==> src/rtl/hdb3_err_mon.sv <==
// HDB3 line-rule monitor: flags illegal codes, long zero runs, misplaced and
// same-polarity bipolar violations, tracks loss of signal and a windowed error count.
module hdb3_err_mon #(
  parameter int unsigned LOS_LEN = 16,
  parameter int unsigned WIN     = 1000,
  parameter int unsigned CNT_W   = 16
) (
  input  logic             i_clk,
  input  logic             i_rst_n,
  input  logic [1:0]       i_hdb3_code,
  output logic             o_err,
  output logic [3:0]       o_err_type,
  output logic             o_los,
  output logic [CNT_W-1:0] o_err_cnt,
  output logic             o_cnt_valid
);

  localparam int unsigned ZW = $clog2(LOS_LEN + 1);
  localparam int unsigned SW = $clog2(WIN);

  localparam logic [0:0] ST_LOS   = 1'b0;
  localparam logic [0:0] ST_TRACK = 1'b1;

  localparam logic [CNT_W-1:0] CNT_MAX = {CNT_W{1'b1}};

  // cause bit positions inside o_err_type
  localparam int unsigned B_ILL  = 3;
  localparam int unsigned B_ZERO = 2;
  localparam int unsigned B_BPV  = 1;
  localparam int unsigned B_VPOL = 0;

  logic [0:0]       r_state;
  logic             r_last_neg;
  logic [ZW-1:0]    r_zrun;
  logic             r_lastv_neg;
  logic             r_lastv_vld;
  logic [SW-1:0]    r_sym_cnt;
  logic [CNT_W-1:0] r_acc;
  logic             r_err;
  logic [3:0]       r_err_type;
  logic             r_los;
  logic [CNT_W-1:0] r_err_cnt;
  logic             r_cnt_valid;

  logic [0:0]       w_state_nxt;
  logic             w_last_neg_nxt;
  logic             w_lastv_neg_nxt;
  logic             w_lastv_vld_nxt;
  logic [3:0]       w_type;
  logic             w_pulse;
  logic             w_neg;
  logic             w_ill;
  logic [ZW-1:0]    w_zrun_nxt;
  logic             w_los_hit;
  logic             w_err;
  logic [CNT_W-1:0] w_acc_inc;
  logic             w_win_end;

  // symbol decode and zero-run update (00 and 11 both extend the run)
  always_comb begin
    w_pulse = (i_hdb3_code == 2'b01) || (i_hdb3_code == 2'b10);
    w_neg   = (i_hdb3_code == 2'b10);
    w_ill   = (i_hdb3_code == 2'b11);
    if (w_pulse) begin
      w_zrun_nxt = '0;
    end else if (r_zrun == ZW'(LOS_LEN)) begin
      w_zrun_nxt = r_zrun;
    end else begin
      w_zrun_nxt = r_zrun + ZW'(1);
    end
    w_los_hit = !w_pulse && (w_zrun_nxt == ZW'(LOS_LEN));
  end

  // state register
  always_ff @(posedge i_clk) begin
    if (!i_rst_n) begin
      r_state <= ST_LOS;
    end else begin
      r_state <= w_state_nxt;
    end
  end

  // next-state and line-rule checks
  always_comb begin
    w_state_nxt     = r_state;
    w_last_neg_nxt  = r_last_neg;
    w_lastv_neg_nxt = r_lastv_neg;
    w_lastv_vld_nxt = r_lastv_vld;
    w_type          = 4'b0000;
    case (r_state)
      ST_LOS: begin
        if (w_pulse) begin
          w_state_nxt     = ST_TRACK;
          w_last_neg_nxt  = w_neg;
          w_lastv_vld_nxt = 1'b0;
        end
      end
      ST_TRACK: begin
        if (w_los_hit) begin
          // the LOS-triggering zero carries no error of its own
          w_state_nxt = ST_LOS;
        end else if (w_pulse) begin
          w_last_neg_nxt = w_neg;
          if (w_neg == r_last_neg) begin
            w_lastv_neg_nxt = w_neg;
            w_lastv_vld_nxt = 1'b1;
            if ((r_zrun != ZW'(2)) && (r_zrun != ZW'(3))) begin
              w_type[B_BPV] = 1'b1;
            end else if (r_lastv_vld && (r_lastv_neg == w_neg)) begin
              w_type[B_VPOL] = 1'b1;
            end
          end
        end else begin
          w_type[B_ILL]  = w_ill;
          w_type[B_ZERO] = (w_zrun_nxt == ZW'(4));
        end
      end
      default: begin
        w_state_nxt = ST_LOS;
      end
    endcase
  end

  // error window accumulation
  always_comb begin
    w_err = |w_type;
    if (w_err && (r_acc != CNT_MAX)) begin
      w_acc_inc = r_acc + CNT_W'(1);
    end else begin
      w_acc_inc = r_acc;
    end
    w_win_end = (r_sym_cnt == SW'(WIN - 1));
  end

  // tracking state, window counters and registered outputs
  always_ff @(posedge i_clk) begin
    if (!i_rst_n) begin
      r_last_neg  <= 1'b0;
      r_zrun      <= '0;
      r_lastv_neg <= 1'b0;
      r_lastv_vld <= 1'b0;
      r_sym_cnt   <= '0;
      r_acc       <= '0;
      r_err       <= 1'b0;
      r_err_type  <= 4'b0000;
      r_los       <= 1'b1;
      r_err_cnt   <= '0;
      r_cnt_valid <= 1'b0;
    end else begin
      r_last_neg  <= w_last_neg_nxt;
      r_zrun      <= w_zrun_nxt;
      r_lastv_neg <= w_lastv_neg_nxt;
      r_lastv_vld <= w_lastv_vld_nxt;
      r_err       <= w_err;
      r_err_type  <= w_type;
      r_los       <= (w_state_nxt == ST_LOS);
      if (w_win_end) begin
        r_sym_cnt   <= '0;
        r_acc       <= '0;
        r_err_cnt   <= w_acc_inc;
        r_cnt_valid <= 1'b1;
      end else begin
        r_sym_cnt   <= r_sym_cnt + SW'(1);
        r_acc       <= w_acc_inc;
        r_cnt_valid <= 1'b0;
      end
    end
  end

  assign o_err       = r_err;
  assign o_err_type  = r_err_type;
  assign o_los       = r_los;
  assign o_err_cnt   = r_err_cnt;
  assign o_cnt_valid = r_cnt_valid;

endmodule

==> config.mk <==
export PLATFORM = sky130hd
export DESIGN_NAME = hdb3_err_mon
export DESIGN_NICKNAME = d
export VERILOG_FILES = /design/src/rtl/hdb3_err_mon.sv
export SDC_FILE = /design/constraint.sdc
export NUM_CORES = 1
export LEC_CHECK = 0
export CORE_MARGIN = 3
export CORE_UTILIZATION = 50
export DETAILED_ROUTE_END_ITERATION = 7
export HOLD_SLACK_MARGIN = 0.15
export PLACE_DENSITY = 0.77
export SYNTH_ARGS = -nofsm -noshare
export SYNTH_HDL_FRONTEND = slang
export SYNTH_SLANG_ARGS = --single-unit
==> constraint.sdc <==
create_clock -name i_clk -period 3.19 [get_ports i_clk]
set_input_delay 0.957 -clock i_clk [delete_from_list [all_inputs] [get_ports i_clk]]
set_output_delay 0.957 -clock i_clk [all_outputs]
set_load 0.05 [all_outputs]
# Word-level counts from Yosys, hierarchy flattened

Index checks and enable logic that the tools add are counted.
W data, S select, Z words.

Add/sub/neg operators: 3
Eq/ne operators: 16
Multiplexer cells: 23
Bitwise gates (word level): 4
Reduce and logical (&&, ||, !) cells: 10

Operators with widths:

| kind                    | number |
|---|---|
| $add A16 B1 Y16 const B | 1 |
| $mux W16                | 1 |
| $ne A16 B16 Y1 const B  | 1 |
| $mux W1                 | 12 |
| $add A10 B1 Y10 const B | 1 |
| $eq A10 B10 Y1 const B  | 1 |
| $eq A5 B5 Y1 const B    | 2 |
| $mux W5                 | 2 |
| $ne A5 B2 Y1 const B    | 2 |
| $mux W4                 | 2 |
| $reduce_and A4 Y1       | 2 |
| $mux W2                 | 3 |
| $pmux W1 S2             | 3 |
| $add A5 B1 Y5 const B   | 1 |
| $eq A5 B3 Y1 const B    | 1 |
| $eq A2 B2 Y1 const B    | 2 |
| $logic_and A1 B1 Y1     | 4 |
| $ne A2 B1 Y1 const B    | 2 |
| $ne A2 B2 Y1 const B    | 2 |
| $not A1 Y1              | 4 |
| $reduce_or A4 Y1        | 1 |
| $eq A1 B1 Y1            | 2 |
| $eq A2 B1 Y1 const B    | 1 |
| $reduce_or A2 Y1        | 1 |
| 2 further kinds         | 2 |

Bits in registers: 58
Input port bits: 4
Output and inout bits: 23
Word-level logic and storage cells: 68

# Depth between registers and ports, before layout

Depth after elaboration: 12
Mapped depth: 10
Gate-level depth less buffers: 8

# Least setup slack after synthesis

OpenSTA, ideal clock, no wires.

Kind: input-to-reg
Start point: input i_hdb3_code[0]
End point: register r_err_cnt[9] (netlist: o_err_cnt[9])
Setup time: 0.134 ns
Arrival time: 2.648 ns
Data required time: 3.056 ns
Setup slack: 0.408 ns
Cell stages on the path: 10
Path buffers: 2
Cell sequence: inv_1 -> ha_1 -> buf_2 -> or3b_1 -> mux2i_1 -> o32ai_4 -> buf_6 -> nand4_1 -> xor2_1 -> a21oi_1

Cells in the longest elaborated chain, start to end: 12
Elaborated cells on any way between the ends: 22
Those cells by class: eq/ne: 7; mux: 9; reduce/logical: 6

Ends and longest elaborated chain:

| item                  | line   | text |
|---|---|---|
| start, declared       | 10     | `input logic [1:0] i_hdb3_code,` |
| $eq A2 B2 Y1          | 61, 62 |  |
| $eq A1 B1 Y1          | 109    | `end else if (r_lastv_vld && (r_lastv_neg == w_neg)) begin` |
| $logic_and A1 B1 Y1   | 109    |  |
| $mux W1               | 109    |  |
| $mux W1               | 107    | `if ((r_zrun != ZW'(2)) && (r_zrun != ZW'(3))) begin` |
| $mux W2               | 104    | `if (w_neg == r_last_neg) begin` |
| $mux W2               | 102    | `end else if (w_pulse) begin` |
| $mux W4 *             | 99     | `if (w_los_hit) begin` |
| $mux W4 *             | 90     | `case (r_state)` |
| $reduce_or A4 Y1 *    | 126    | `w_err = \|w_type;` |
| $logic_and A1 B1 Y1 * | 127    | `if (w_err && (r_acc != CNT_MAX)) begin` |
| $mux W16 *            | 127    |  |
| end signal, assigned  | 160    | `r_err_cnt <= w_acc_inc;` |
| end, declared         | 42     | `logic [CNT_W-1:0] r_err_cnt;` |

Every way passes the cells marked *; elsewhere a longest branch is shown, timed or not.
A chain may end at the register's enable or synchronous reset.

# Worst setup path in the final report

Start point: input i_hdb3_code[0]
End point: register r_err_cnt[8] (netlist: o_err_cnt[8])

The elaborated chain is that of the path after synthesis.

==> reports/qor_table.md <==
| Result | Value |
| --- | --- |
| Yosys reg bits | 58 |
| Reg2reg path depth | 8 |
| H-tree depth reported by CTS | 3 |
| Most numerous cell types in the synthesized netlist | 58 x sky130_fd_sc_hd__dfxtp_1, 47 x sky130_fd_sc_hd__nor2_1, 18 x sky130_fd_sc_hd__a21oi_1, 18 x sky130_fd_sc_hd__xor2_1, 15 x sky130_fd_sc_hd__o21ai_0 |
| Floorplan Core Area | 0.00524 mm² |
| Result of the run | complete, no violations |
| Number of setup buffers added after CTS | 0 |
| First-pass GRT wire length | 10.0 mm |
| Count of filler cells inserted in the layout | 455 |
| Violation count after the first detailed-route iteration | 92 |
| Top-count cell post-synth | sky130_fd_sc_hd__dfxtp_1 |
| Clock tree from TritonCTS | yes |
| Sequence of cells on the critical path | clkdlybuf4s50_1 > inv_1 > ha_1 > or3b_1 > mux2i_1 > o32ai_4 > a31oi_1 > xor2_1 > a21oi_1 |
| Leakage power total | 1.22 nW |
| Post-CTS Hold Buffers | 0 |
| Non-filler instance count after layout | 416 |
| Largest cells by area after synthesis | sky130_fd_sc_hd__dfxtp_1 42%, sky130_fd_sc_hd__nor2_1 6.4%, sky130_fd_sc_hd__xor2_1 5.7% |
| Worst IR Drop VDD | 0.000412 V |
| Multi-input gate area | 0.00147 mm² |
| Area of the mapped netlist | 0.00277 mm² |
| Average footprint of a synthesized cell | 8.97 µm² |
| Portion of synthesized cell area occupied by the leading cell type | 41.9% |
| Beginning of the worst hold path | r_sym_cnt[0] |
| Clock root buffer | sky130_fd_sc_hd__clkbuf_8 |
| Number of cells on the worst hold path | 1 |
| Antenna fix cells | 0 |
| Buf+Inv Stages, Crit Path | 2 |
| Dominant cell type by area after synthesis | sky130_fd_sc_hd__dfxtp_1 |
| Number of setup violations in the final report | 0 |
| Drt total wl | 5.80 mm |
| Skew-Pair Late Insertion Delay | 0.34 ns |
| Crit path capture type | flop |
| Portion of the post-synthesis area used by sequential elements | 41.9% |
| Residual overflow from global routing | 0 |
| Floorplan die area | 0.00647 mm² |
| Worst Path Arrival | 3.22 ns |
| HPWL reported at the end of detailed placement | 4.02 mm |
| Number of flops mapped to enable cells by yosys | 0 |
| Number of global-route vias before repair | 2204 |
| Largest incremental delay on the critical path | 0.47 ns |
| Source of the worst register-to-register timing path | r_zrun[0] |
| Family with the most delay on the worst path | compound AO/OA/AOI/OAI gates |
| DRT antenna net count | 0 |
| Number of cells upsized or downsized after cts | 0 |
| Crit path required time | 3.41 ns |
| Area occupied by registers | 0.00116 mm² |
| Gp weighted congestion | 0.896 |
| Fin. max-slew vios | 0 |
| Via count | 2257 |
| Min-delay worst type | reg2reg |
| Number of buffers inserted during clock tree synthesis | 9 |
| Crit path launch type | primary input |
| Residual DRC | 0 |
| Starting Density | 52.9% |
| Setup TNS Final | 0 ns |
| Syn_nets | 320 |
| Distinct cell type count of the synthesized netlist | 49 |
| Clock slew seen by the registers of the worst setup and hold paths | 0.06 ns |
| Normalized max-slew margin | 47.1% |
| Layout Area Growth over Synthesis | 18.8% |
| Y dimension of the die | 80.5 µm |
| Total iterations of the first detailed-routing run | 4 |
| Average wire per cell in the routed design | 13.9 µm |
| Stages on the worst setup path | 9 |
| Bufs on Longest Clock Path | 2 |
| Count of buffers from port buffering | 26 |
| Total Power | 0.00154 W |
| Cell count after placement | 400 |
| Async set-or-reset flop fraction in the synthesized netlist | 0% |
| Clock Sink Count | 58 |
| Worst Hold Endpoint | r_sym_cnt[0] |
| Total number of nets in the final design | 352 |
| Number of placed I/O pins | 27 |
| Maximum number of pins on one net before global-route repair | 25 |
| Cells after Synth | 309 |
| Ratio of cells with drive above 1 in the final layout | 11.3% |
| Type of the setup path with the least slack | in2reg |
| Transition time of the tightest slew-check pin | 0.794 ns |
| Number of max-cap violations | 0 |
| Chip width | 80.5 µm |
| R2R setup slack | 0.64 ns |
| Via density | 5.43 |
| Share of the cycle needed by the critical path after routing | 94.2% |
| Maximum achievable frequency | 333 MHz |
| Most used flip-flop cell after synthesis | sky130_fd_sc_hd__dfxtp_1 |
| Number of warnings printed during yosys synthesis | 0 |
| Hold Fails Final Rpt | 0 |
| Slowest cell on the critical path | sky130_fd_sc_hd__clkdlybuf4s50_1 |
| Number of antenna violations at the first check in global routing | 0 |
| Count of standard-cell rows | 26 |
| Max FO, Critical Path | 17 |
| Worst clock skew | 0.00820 ns |
| End of the worst register-to-register path | o_err_cnt[0] |
| Tot GR Track Use | 20.3% |
| PwrDens | 467 mW/mm² |
| RSZ-0062 raised after global routing | false |
| Final critical-path required period | 3.00 ns |
worst max path at each step:
stage                   startpoint             to  slack, ns
finish              i_hdb3_code[0]   o_err_cnt[8]       0.19
CTS                 i_hdb3_code[0]  o_err_cnt[10]       0.19
detailed placement  i_hdb3_code[0]   o_err_cnt[6]      -0.17
floorplan           i_hdb3_code[0]   o_err_cnt[9]       0.41
global placement    i_hdb3_code[0]   o_err_cnt[6]      -0.12
global route        i_hdb3_code[0]   o_err_cnt[6]       0.02
metrics by stage:
stage | setup slack (ns) | cell area, µm² | hold slack [ns] | utilization, %
finish | 0.186 | 3290 | 0.449 | 62.9
global route | 0.0179 | 3290 | 0.459 | 62.9
CTS | 0.194 | 3290 | 0.452 | 62.9
detailed placement | -0.167 | 3110 | 0.437 | 59.4
global placement | -0.121 | 3110 | 0.429 | 59.4
floorplan | 0.408 | 2770 | 0.418 | -
layout make-up:
| cell class | instances | area share, % |
|---|---|---|
| clock buffers | 14 | 5.24 |
| clock inverters | 2 | 0.304 |
| inverters | 12 | 1.37 |
| multi-input cells | 223 | 44.8 |
| flip-flops and latches | 58 | 35.3 |
| well taps | 70 | 2.66 |
| repair buffers | 37 | 10.4 |
power breakdown:
part | total [W] | switching (W) | internal [W]
registers | 0.000758 | 0.0000165 | 0.000742
logic | 0.000156 | 0.0000969 | 0.0000586
clock network | 0.000623 | 0.000280 | 0.000343
cell usage in the layout (no fill, tap or decap), types with 10 or more instances in the layout:
master | synthesis | final
sky130_fd_sc_hd__nand3_1 | 10 | 10
sky130_fd_sc_hd__a21oi_1 | 18 | 18
sky130_fd_sc_hd__inv_1 | 12 | 12
sky130_fd_sc_hd__nand2_1 | 12 | 12
sky130_fd_sc_hd__xor2_1 | 18 | 18
sky130_fd_sc_hd__nand4_1 | 12 | 12
sky130_fd_sc_hd__o21ai_0 | 15 | 15
sky130_fd_sc_hd__xnor2_1 | 11 | 11
sky130_fd_sc_hd__buf_4 | 1 | 11
sky130_fd_sc_hd__dfxtp_1 | 58 | 58
sky130_fd_sc_hd__clkbuf_8 | 0 | 12
sky130_fd_sc_hd__clkdlybuf4s50_1 | 0 | 26
sky130_fd_sc_hd__nor2_1 | 47 | 47
sequential cells by signal, indices dropped and copies added (netlist names), 4 cells and up:
signal / flops
o_err_cnt: 16
r_acc: 16
r_sym_cnt: 10
r_zrun: 5
o_err_type: 4
cells by family (layout without fill, tap and decap cells):
logic type / after synthesis / count (layout) / synth area share (%)
xor gates and xnor gates: 29 / 29 / 9.16
DFF: 58 / 58 / 41.9
AOI/OAI and AO/OA: 52 / 52 / 13.2
and+or+nand+nor: 129 / 129 / 25.5
buffers and inverters: 28 / 65 / 4.92
muxes: 6 / 6 / 2.17
adders and majority gates: 7 / 7 / 3.16
layer usage:
metal	GRT usage (%)	wire, µm	share of wire, %
met5	0	0	0
met4	12.7	152	2.6
met3	4.82	203	3.5
met2	32.3	2590	45
met1	24.6	2850	49
No activity file was read; power rests on OpenSTA's default activity.
